$ cat config.mk
export PLATFORM = sky130hd
export DESIGN_NAME = ps2_lane_scheduler
export DESIGN_NICKNAME = d
export VERILOG_FILES = /design/src/rtl/ps2_lane_scheduler.sv
export SDC_FILE = /design/constraint.sdc
export NUM_CORES = 1
export LEC_CHECK = 0
export CAP_MARGIN = 25
export CORE_MARGIN = 3
export CORE_UTILIZATION = 24
export DETAILED_ROUTE_END_ITERATION = 8
export PLACE_DENSITY_LB_ADDON = 0.08
export SETUP_SLACK_MARGIN = 0.02
export SLEW_MARGIN = 20
export SYNTH_ARGS = -nofsm -noshare
export SYNTH_HDL_FRONTEND = slang
export SYNTH_SLANG_ARGS = --single-unit
$ cat constraint.sdc
create_clock -name clk_in -period 4.4 [get_ports clk_in]
set_input_delay 0.88 -clock clk_in [delete_from_list [all_inputs] [get_ports clk_in]]
set_output_delay 0.88 -clock clk_in [all_outputs]
set_load 0.01 [all_outputs]
$ cat src/rtl/ps2_lane_scheduler.sv
// PS/2 scan-code parser feeding a 4-lane held-state map and a timestamped press/release event FIFO.
// Optional `ARROW_LANES_EN also maps E0-prefixed arrow keys onto lanes 0..3.
module ps2_lane_scheduler #(
  parameter logic [7:0] KEY0       = 8'h23,
  parameter logic [7:0] KEY1       = 8'h2B,
  parameter logic [7:0] KEY2       = 8'h3B,
  parameter logic [7:0] KEY3       = 8'h42,
  parameter int         FIFO_DEPTH = 4,
  parameter int         TS_W       = 16,
  parameter int         TIMEOUT    = 50000
) (
  input  logic            clk_in,
  input  logic            rst,
  input  logic            byte_valid,
  input  logic [7:0]      byte_data,
  output logic [3:0]      lane_state,
  output logic            evt_valid,
  input  logic            evt_ready,
  output logic [1:0]      evt_lane,
  output logic            evt_press,
  output logic [TS_W-1:0] evt_time,
  output logic            overflow,
  input  logic            clr_overflow
);

  localparam int PW  = (FIFO_DEPTH > 1) ? $clog2(FIFO_DEPTH) : 1;
  localparam int CW  = PW + 1;
  localparam int TOW = $clog2(TIMEOUT + 1);
  localparam int EW  = TS_W + 3;
  localparam logic [7:0] KEYS [4] = '{KEY0, KEY1, KEY2, KEY3};

  typedef enum logic [1:0] {IDLE, EXT, BRK, EXT_BRK} state_t;

  state_t          state_reg;
  logic [TOW-1:0]  to_cnt_reg;
  logic [TS_W-1:0] ts_reg;

  logic [3:0] std_hit;
  logic [3:0] ext_hit;
  logic [3:0] hit;
  logic [1:0] lane_sel;
  logic       lane_hit;
  logic       is_break;
  logic       is_ext;
  logic       is_resolve;
  logic       push;

  genvar gi;
  generate
    for (gi = 0; gi < 4; gi++) begin : g_key
      assign std_hit[gi] = (byte_data == KEYS[gi]);
    end
  endgenerate

`ifdef ARROW_LANES_EN
  assign ext_hit = {byte_data == 8'h74, byte_data == 8'h75,
                    byte_data == 8'h72, byte_data == 8'h6B};
`else
  assign ext_hit = 4'b0000;
`endif

  assign is_break = (state_reg == BRK) || (state_reg == EXT_BRK);
  assign is_ext   = (state_reg == EXT) || (state_reg == EXT_BRK);
  assign hit      = is_ext ? ext_hit : std_hit;

  // Break states resolve on any byte; IDLE/EXT resolve on anything that is not a prefix.
  assign is_resolve = byte_valid &&
                      (is_break || ((byte_data != 8'hE0) && (byte_data != 8'hF0)));

  always_comb begin
    lane_sel = 2'd0;
    lane_hit = 1'b0;
    for (int i = 3; i >= 0; i--) begin
      if (hit[i]) begin
        lane_sel = 2'(i);
        lane_hit = 1'b1;
      end
    end
  end

  // Typematic repeats and breaks of unheld lanes produce no event.
  assign push = is_resolve && lane_hit && (is_break ? lane_state[lane_sel] : !lane_state[lane_sel]);

  always_ff @(posedge clk_in or negedge rst) begin
    if (!rst) begin
      state_reg  <= IDLE;
      to_cnt_reg <= '0;
    end else if (byte_valid) begin
      to_cnt_reg <= '0;
      case (state_reg)
        IDLE: begin
          if (byte_data == 8'hE0)      state_reg <= EXT;
          else if (byte_data == 8'hF0) state_reg <= BRK;
          else                         state_reg <= IDLE;
        end
        EXT: begin
          if (byte_data == 8'hF0)      state_reg <= EXT_BRK;
          else if (byte_data == 8'hE0) state_reg <= EXT;
          else                         state_reg <= IDLE;
        end
        default: state_reg <= IDLE;
      endcase
    end else if (state_reg != IDLE) begin
      if (to_cnt_reg == TOW'(TIMEOUT - 1)) begin
        state_reg  <= IDLE;
        to_cnt_reg <= '0;
      end else begin
        to_cnt_reg <= to_cnt_reg + 1'b1;
      end
    end
  end

  always_ff @(posedge clk_in or negedge rst) begin
    if (!rst) begin
      ts_reg     <= '0;
      lane_state <= 4'b0000;
    end else begin
      ts_reg <= ts_reg + 1'b1;
      if (push) lane_state[lane_sel] <= !is_break;
    end
  end

  logic [EW-1:0] mem [FIFO_DEPTH];
  logic [PW-1:0] wr_ptr_reg;
  logic [PW-1:0] rd_ptr_reg;
  logic [CW-1:0] count_reg;
  logic          pop;
  logic          full;
  logic          accept;
  logic [CW-1:0] vis_count;
  logic [PW-1:0] head_idx;

  assign pop       = evt_valid && evt_ready;
  assign full      = (count_reg == CW'(FIFO_DEPTH));
  assign accept    = push && (!full || pop);
  // Entries written at this edge stay hidden for one more cycle, so only older ones can reach the head.
  assign vis_count = count_reg - CW'(pop);
  assign head_idx  = rd_ptr_reg + PW'(pop);

  always_ff @(posedge clk_in) begin
    if (accept) mem[wr_ptr_reg] <= {lane_sel, !is_break, ts_reg};
  end

  always_ff @(posedge clk_in or negedge rst) begin
    if (!rst) begin
      wr_ptr_reg <= '0;
      rd_ptr_reg <= '0;
      count_reg  <= '0;
      evt_valid  <= 1'b0;
      evt_lane   <= 2'd0;
      evt_press  <= 1'b0;
      evt_time   <= '0;
      overflow   <= 1'b0;
    end else begin
      if (accept) wr_ptr_reg <= wr_ptr_reg + 1'b1;
      if (pop)    rd_ptr_reg <= rd_ptr_reg + 1'b1;
      count_reg <= count_reg + CW'(accept) - CW'(pop);
      evt_valid <= (vis_count != '0);
      if (vis_count != '0) {evt_lane, evt_press, evt_time} <= mem[head_idx];
      if (push && !accept)   overflow <= 1'b1;
      else if (clr_overflow) overflow <= 1'b0;
    end
  end

endmodule

==> results.md, run 1 <==
- The flow ran to the end, and the final reports show no timing, DRC or antenna violations.
- The proportion of layout cells with a drive suffix above 1 is around a fifth.
- The insertion delay of the later-clocked pin in the worst-skew pair is 410 ps.
- The H-tree generated during clock tree synthesis spans 4 levels.
- The net count after synthesis is between 400 and 500.
- The sequential fraction of the synthesis area is about two thirds.
- The count of flip-flops with a built-in enable after synthesis is 76.
- The first global-routing pass estimated ~20 mm of wire.
- Setup repair after global routing left no endpoint under its margin.
- The area occupied by registers is around 3900 µm².
- The ratio of total power to cell area is roughly 560 nW/µm².
- The routed length on met3 is about 400 µm.
- The CTS tree is yes.
- Counting every sink on the clock net gives ~140.
- After the first detailed-routing iteration, the DRC count stood at about 160.
- The filler cells instantiated in the layout total approximately 2,400.
- The minimum clock period is about 3600 ps.
- The top layer used by detailed routing is met4.
- The deepest clock path buffer count is 2.
- Leaving out fill and tap cells, the most frequent cell in the layout is sky130_fd_sc_hd__edfxtp_1.
- The library cells used most frequently in the layout, excluding fill and tap cells, are 76 x sky130_fd_sc_hd__edfxtp_1, 66 x sky130_fd_sc_hd__dfrtp_1, 36 x sky130_fd_sc_hd__clkdlybuf4s50_1.
- The initial antenna violation count was 0.
- The origin of the critical flop-to-flop path is state_reg[0].
- The classification of the worst setup path is input port to register.
- The critical path data required time is 4690 ps.
- The worst setup path is launched from an input port.
- The die boundary width is between 150 and 200 µm.
- In the final routed layout, each cell accounts on average for approximately 16 µm.
- The worst-case register-to-register setup slack is about 1300 ps.
- Static timing analysis puts the maximum clock frequency at ~270 MHz.
- The half-perimeter wire length of the detailed placement result is 7.76 mm.
- The worst setup path is captured at a register.
- The leakage power figure is about 0.0029 µW.
- The final max-slew violation count is 0.
- At the worst endpoint, the arrival time is approximately 3900 ps.
- The area enclosed by the die boundary is ~27,000 µm².
- The detailed router placed approximately 3,300 vias in this run.
- The setup fix buffers added after clock tree synthesis is 0.
- The number of top-level pins is 38.
- The flip-flop count of the largest register, all copies and words added is 76.
- The core box area is 23,900 µm².
- Port buffering added 37 buffers.
- The via density per instance is between 4 and 5.
- The number of global-route vias before repair is 3,509.
- After detailed routing, the wire length on met1 is approximately 6.2 mm.
- The maximum clock skew at final layout is 9.19 ps.
- The count of nets left with antenna violations once routing finished came out at 0.
- Counting flops and latches in the post-synthesis netlist gives roughly 140.
- The wire length on met2 is between 5 and 6 mm.
- At the pin with the least slew margin, the transition time is approximately 740 ps.
- Of all flip-flops after synthesis, the portion carrying an async set or reset was 46.5%.
- The largest register by flop count is mem.
- The number of max-cap violations is 0.
- For this run, the detailed router's first-pass iteration total came to 4.
- The share of the synthesized area in the top cell type is about 38%.
- The worst min-delay path category is input port to async pin.
- In the post-synthesis netlist, the biggest area contributors are sky130_fd_sc_hd__edfxtp_1 38%, sky130_fd_sc_hd__dfrtp_1 28%, sky130_fd_sc_hd__mux4_2 7.2%.
- Gates resized during post-CTS repair numbered 0.
- The commonest register cell after synthesis is sky130_fd_sc_hd__edfxtp_1.
- The area occupied by multi-input gates is approximately 1900 µm².
- The Yosys step of the flow raised 0 warnings.
- The count of hold buffers inserted by post-cts repair is 0.
- The vertical extent of the die is 163 µm.
- The mean area per synthesized cell is between 15 and 20 µm².
- The maximum VDD drop is between 0.0002 and 0.00025 V.
- The post-synthesis cell type count is 48.
- The fraction of the core area covered by cells at the end of the flow is between 30% and 40%.
- The pin count of the biggest net entering global routing is 51.
- For this block, the routed nets add up to about 12 mm of wire.
- The cell sitting at the root of the clock tree is a sky130_fd_sc_hd__clkbuf_16.
- Compared with the post-synthesis result, the final layout area differs by 25.3%.
- The worst reg-to-reg path cell count is 11.
- The routability congestion estimate from global placement is roughly 0.74.
- The number of diodes is 0.
- The standard-cell row count is 56.
- The worst register-to-register path ends at count_reg[2].
- The global-route total usage across every layer is between 10% and 20%.
- After global routing the overflow that remains totals 0.
- The count of endpoints failing hold in the final timing report is 0.
- The biggest area contributor in the post-synthesis netlist is sky130_fd_sc_hd__edfxtp_1.
- The maximum fanout along the worst path is 7.
- TritonCTS created 17 clock buffers.
- The setup-violating endpoint count in the final report is 0.
- The worst pin sits at a relative slew slack of between 50% and 60%.
- After synthesis the cells add up to ~5900 µm².
- Clock-pin slew was measured on the worst setup and hold paths at roughly 60 ps.
- The post-route clock period utilization is ~83%.
- In the synthesized netlist, the number of instances is around 380.
- Once the floorplan was initialized, standard cells occupied roughly a quarter of the core.
- The number of remaining DRC errors is 0.
- Summed over all failing endpoints, the final setup total negative slack is 0 ps.
- The number of nets in the layout is 466.
-- worst max-delay path: stages --
cell,delay (ps)
sky130_fd_sc_hd__clkdlybuf4s50_1,510
sky130_fd_sc_hd__or3b_1,380
sky130_fd_sc_hd__o311ai_1,250
sky130_fd_sc_hd__and4_1,410
sky130_fd_sc_hd__xnor2_1,120
sky130_fd_sc_hd__or2_1,250
sky130_fd_sc_hd__ha_1,270
sky130_fd_sc_hd__inv_1,50
sky130_fd_sc_hd__ha_1,120
sky130_fd_sc_hd__inv_1,40
sky130_fd_sc_hd__fa_1,370
sky130_fd_sc_hd__xnor2_1,140
sky130_fd_sc_hd__xnor2_1,120
-- how the worst max path moves through the flow --
stage	from	end	slack (ps)	cells after the start
final	byte_data[6]	count_reg[2]	760	13
after global routing	byte_data[6]	count_reg[2]	560	13
after CTS	byte_data[6]	count_reg[2]	780	13
after detailed placement	byte_data[6]	count_reg[2]	330	13
after global placement	byte_data[6]	count_reg[2]	390	13
after floorplan	byte_data[0]	mem[0][0]	540	6
-- report_power, final --
part / total [µW] / switching, µW / internal [µW]
clock: 1560 / 584 / 977
combinational: 1010 / 462 / 548
sequential: 1580 / 74.2 / 1510
-- cells by family (layout without fill, tap and decap cells) --
group	Yosys count	count (layout)	synth area share, %
muxes	41	41	11.4
xor gates and xnor gates	32	32	4.73
adders and majority gates	11	11	2.45
buffers and inverters	21	93	1.65
DFF	142	142	66.3
and+or+nand+nor	109	109	10.3
AOI/OAI and AO/OA	27	27	3.12
-- area by class of cell --
cell class	instances	area share, %
Inverter	10	0.505
Multi-Input combinational cell	220	25.9
Sequential cell	142	52.9
Tap cell	319	5.37
Timing Repair Buffer	51	6.67
Clock buffer	18	5.91
Clock inverter	14	2.71
-- through the flow --
stage | std cells | cell area (µm²) | worst slack (ps) | power (µW) | hold slack [ps]
2_1_floorplan | 383 | 5930 | 538 | 2210 | 464
3_3_place_gp | 742 | 6790 | 394 | 2650 | 485
3_5_place_dp | 742 | 6790 | 330 | 2660 | 490
4_1_cts | 774 | 7430 | 777 | 4250 | 403
5_1_grt | 774 | 7430 | 557 | 4370 | 414
6_report | 774 | 7430 | 761 | 4150 | 403
-- cell usage after synthesis (2+ instances only) --
library cell               number
sky130_fd_sc_hd__nand4_1        4
sky130_fd_sc_hd__buf_6          2
sky130_fd_sc_hd__nor4bb_1       2
sky130_fd_sc_hd__dfrtp_1       66
sky130_fd_sc_hd__clkbuf_1       6
sky130_fd_sc_hd__nand2_1       21
sky130_fd_sc_hd__a21oi_1        2
sky130_fd_sc_hd__nor4_1         3
sky130_fd_sc_hd__nand2b_1       3
sky130_fd_sc_hd__o21ai_0        6
sky130_fd_sc_hd__mux4_2        19
sky130_fd_sc_hd__o31ai_1        2
sky130_fd_sc_hd__and3_1        10
sky130_fd_sc_hd__nor3b_1        6
sky130_fd_sc_hd__edfxtp_1      76
sky130_fd_sc_hd__nor2_1        22
sky130_fd_sc_hd__a31oi_1        5
sky130_fd_sc_hd__nor3_1         6
sky130_fd_sc_hd__a41oi_1        3
sky130_fd_sc_hd__inv_1         10
sky130_fd_sc_hd__buf_2          3
sky130_fd_sc_hd__and2_1         2
sky130_fd_sc_hd__nor4b_1        2
sky130_fd_sc_hd__and4b_1        2
sky130_fd_sc_hd__xor2_1        15
sky130_fd_sc_hd__xnor2_1       17
sky130_fd_sc_hd__nand3_1       16
sky130_fd_sc_hd__ha_1          10
sky130_fd_sc_hd__mux2_2        20
sky130_fd_sc_hd__a21o_1         3
sky130_fd_sc_hd__or3_1          2
-- layer usage --
layer	vias up	GRT usage, %
li1	1572	-
met1	1686	14.1
met2	55	14.9
met3	19	2.74
met4	0	4.34
met5	-	0
Note: power is estimated with default switching activity, not from simulation.
==> inputs of run 2 (changes only) <==
Clock period 4.4 ns to 3.17 ns, I/O delays scaled along.
==> results.md, run 2 (synthesis results as in run 1) <==
- The most frequent standard cell in the layout excluding fill and tap cells is sky130_fd_sc_hd__edfxtp_1.
- The transition at the pin with the smallest max-transition slack was 696 ps (-41.4 ps).
- The post-placement worst setup slack is -473 ps (-803 ps).
- The setup-violating endpoint count in the final report is 0 (unchanged).
- The initial antenna violation count is 0 (unchanged).
- The worst-case register-to-register setup slack is 310 ps (-1000 ps).
- The number of top-level pins was 38 (unchanged).
- The standard-cell row count came to 56 (unchanged).
- The final max-slew violation count is 0 (unchanged).
- The post-route clock period utilization is between 90% and 100%.
- The critical path in this run is classified as input port to register.
- The die boundary width is 163 µm (unchanged).
- The element type at the critical path start is an input port.
- The half-perimeter wire length of the detailed placement result was 8.00 mm (+3.1%).
- The maximum clock skew at final layout is 7.62 ps (-1.57 ps).
- The worst min-delay path category is input port to async pin.
- The number of diodes was 0 (unchanged).
- The number of port buffers is 37 (unchanged).
- The critical path data required time is 3460 ps (-1230 ps).
- The routed wire length per instance is 15.9 µm (-0.85%).
- The sum of overflow across all layers after global routing is 0 (unchanged).
- The vertical extent of the die is 163 µm (unchanged).
- The number of global-route vias before repair is 3,586 (+2.2%).
- The number of max-cap violations is 0 (unchanged).
- The via density per instance is 4.35 (+0.93%).
- Clock tree synthesis selected as its root buffer the cell sky130_fd_sc_hd__clkbuf_16.
- The reg-to-reg endpoint is count_reg[2].
- The arrival time reported for the critical path endpoint is 3260 ps (-670 ps).
- The flip-flop count of the largest register, all copies and words added is 76 (unchanged).
- The global-route total usage across every layer is 10.2% (+0.080 points).
- The initial cell density of the core is 24.8% (unchanged).
- The run finished with clean final reports.
- The origin of the critical flop-to-flop path is state_reg[0].
- The clock transition at the registers of the reported paths is 60 ps (about the same).
- Setup repair after global routing left no endpoint under its margin.
- TritonCTS built the clock tree.
- In the layout the commonest cells are 76 x sky130_fd_sc_hd__edfxtp_1, 66 x sky130_fd_sc_hd__dfrtp_1, 30 x sky130_fd_sc_hd__clkdlybuf4s50_1.
- The setup total negative slack is 0 ps (unchanged).
- The number of buffers added by the clock tree synthesis step came to 17 (unchanged).
- The smallest setup slack after layout is 204 ps (-558 ps).
- Walking the worst path, the cells encountered are clkdlybuf4s50_1, buf_4, nor2_1, a22oi_1, or3_1, or2_1, ha_1, inv_1, ha_1, inv_1, fa_2, xnor2_2, xnor2_1.
- The maximum fanout along the worst path came to 9 (+2).
- The violation count after the first detailed-route iteration was 158 (-0.63%).
- The maximum VDD drop is 0.000279 V (+34%).
- Among all stages on the critical path, the largest delay is contributed by sky130_fd_sc_hd__clkdlybuf4s50_1.
- The worst reg-to-reg path cell count is 12 (+1).
- The proportion of layout cells with a drive suffix above 1 is 24.4% (+3.9 points).
- The core box area is 23,900 µm² (unchanged).
- The final-layout fill cell count is 2,341 (-1.0%).
- The worst-case headroom to the max-slew limit was 53.6% (+2.9 points).
- The leakage power figure is 0.00303 µW (+4.1%).
- The overall power of the completed layout is 5560 µW (+34%).
- The capturing element type of the critical path is a register.
- The global-route wire length before repair is 20.4 mm (+0.68%).
- The number of remaining DRC errors is 0 (unchanged).
- The number of H-tree branching levels is 4 (unchanged).
- The number of routed nets with antenna violations was 0 (unchanged).
- The insertion delay of the later-clocked pin in the worst-skew pair is 410 ps (about the same).
- The area enclosed by the die boundary was 26,600 µm² (unchanged).
- The delay of the slowest cell on the worst path is 440 ps (-70 ps).
- The routability congestion estimate from global placement was 0.763 (+3.6%).
- The clock sink count came to 142 (unchanged).
- The count of endpoints failing hold in the final timing report is 0 (unchanged).
- The ratio of total power to cell area is 732 nW/µm² (+31%).
- The layout overhead on the synthesized area is 27.9%.
- The wire length after detailed routing is 12.6 mm (+1.3%).
- The overall via count from detail_route is 3,437 (+3.2%).
- The maximum operating frequency is 337 MHz.
- The first-pass detailed-route iteration total was 4 (unchanged).
- The number of nets in the layout is 483 (+3.6%).
- The minimum clock period is 2970 ps.
- More flip-flops sit in one register than any other, and that register is mem.
- The deepest clock path buffer count was 2 (unchanged).
- The pin count of the biggest net entering global routing is 29 (-43%).
[run 2: cell count changes in the layout (fill, tap and decap cells not counted), sizes merged, moves of 2 or more]
cell / before / now
inv: 16 / 13
buf: 15 / 32
clkbuf: 18 / 20
dlymetal6s2s: 0 / 5
clkinv: 4 / 7
clkdlybuf4s50: 36 / 30
bufinv: 4 / 1
[run 2: power breakdown]
part / leakage (µW) / switching [µW] / internal (µW)
registers: 0.00163 / 103 / 2090
logic: 0.00113 / 647 / 833
clock network: 0.000274 / 776 / 1110
total: 0.00303 / 1530 / 4030
[run 2: worst max path at each step]
stage | start | cells past startpoint | end
5_1_grt | byte_data[5] | 13 | count_reg[2]
4_1_cts | byte_data[0] | 13 | count_reg[2]
2_1_floorplan | byte_data[0] | 6 | mem[0][0]
3_5_place_dp | byte_data[6] | 13 | count_reg[2]
3_3_place_gp | byte_data[6] | 13 | count_reg[2]
6_report | byte_data[4] | 13 | count_reg[2]
[run 2: metal layers]
metal	vias to the layer above	part of all wire [%]	global-route usage (%)
met5	-	0	0
met4	0	1.3	3.54
met3	12	4.0	3.20
met2	60	47	15.9
met1	1766	47	13.6
li1	1599	-	-
[run 2: repair_timing]
action | 4_1_cts | 5_1_grt
setup endpoints to repair | 1 | 1
gates resized for setup | 3 | 10
pin swaps | 2 | 7
setup buffers | 0 | 1
hold buffers | 0 | 0
[run 2: worst max-delay path, delay by kind of cell]
family	cells	cell delay, ps
AOI/OAI and AO/OA	1	120
xor gates and xnor gates	2	260
and+or+nand+nor	3	760
adders and majority gates	3	760
buffers and inverters	4	720
[run 2: area by class of cell]
cell class	count	area (µm²)	share of cell area (%)
Timing Repair Buffer	68	697	9.19
Multi-Input combinational cell	220	1960	25.9
Clock buffer	20	447	5.89
Inverter	10	37.5	0.495
Sequential cell	142	3930	51.8
Clock inverter	12	111	1.47
Tap cell	319	399	5.26
[run 2: through the flow]
stage          hold WS (ps)  area [µm²]  cells  util [%]
2_1_floorplan           338        5930    383         -
3_3_place_gp            490        6980    758      29.2
3_5_place_dp            493        6980    758      29.2
4_1_cts                 280        7540    790      31.6
5_1_grt                 291        7590    791      31.8
6_report                260        7590    791      31.8
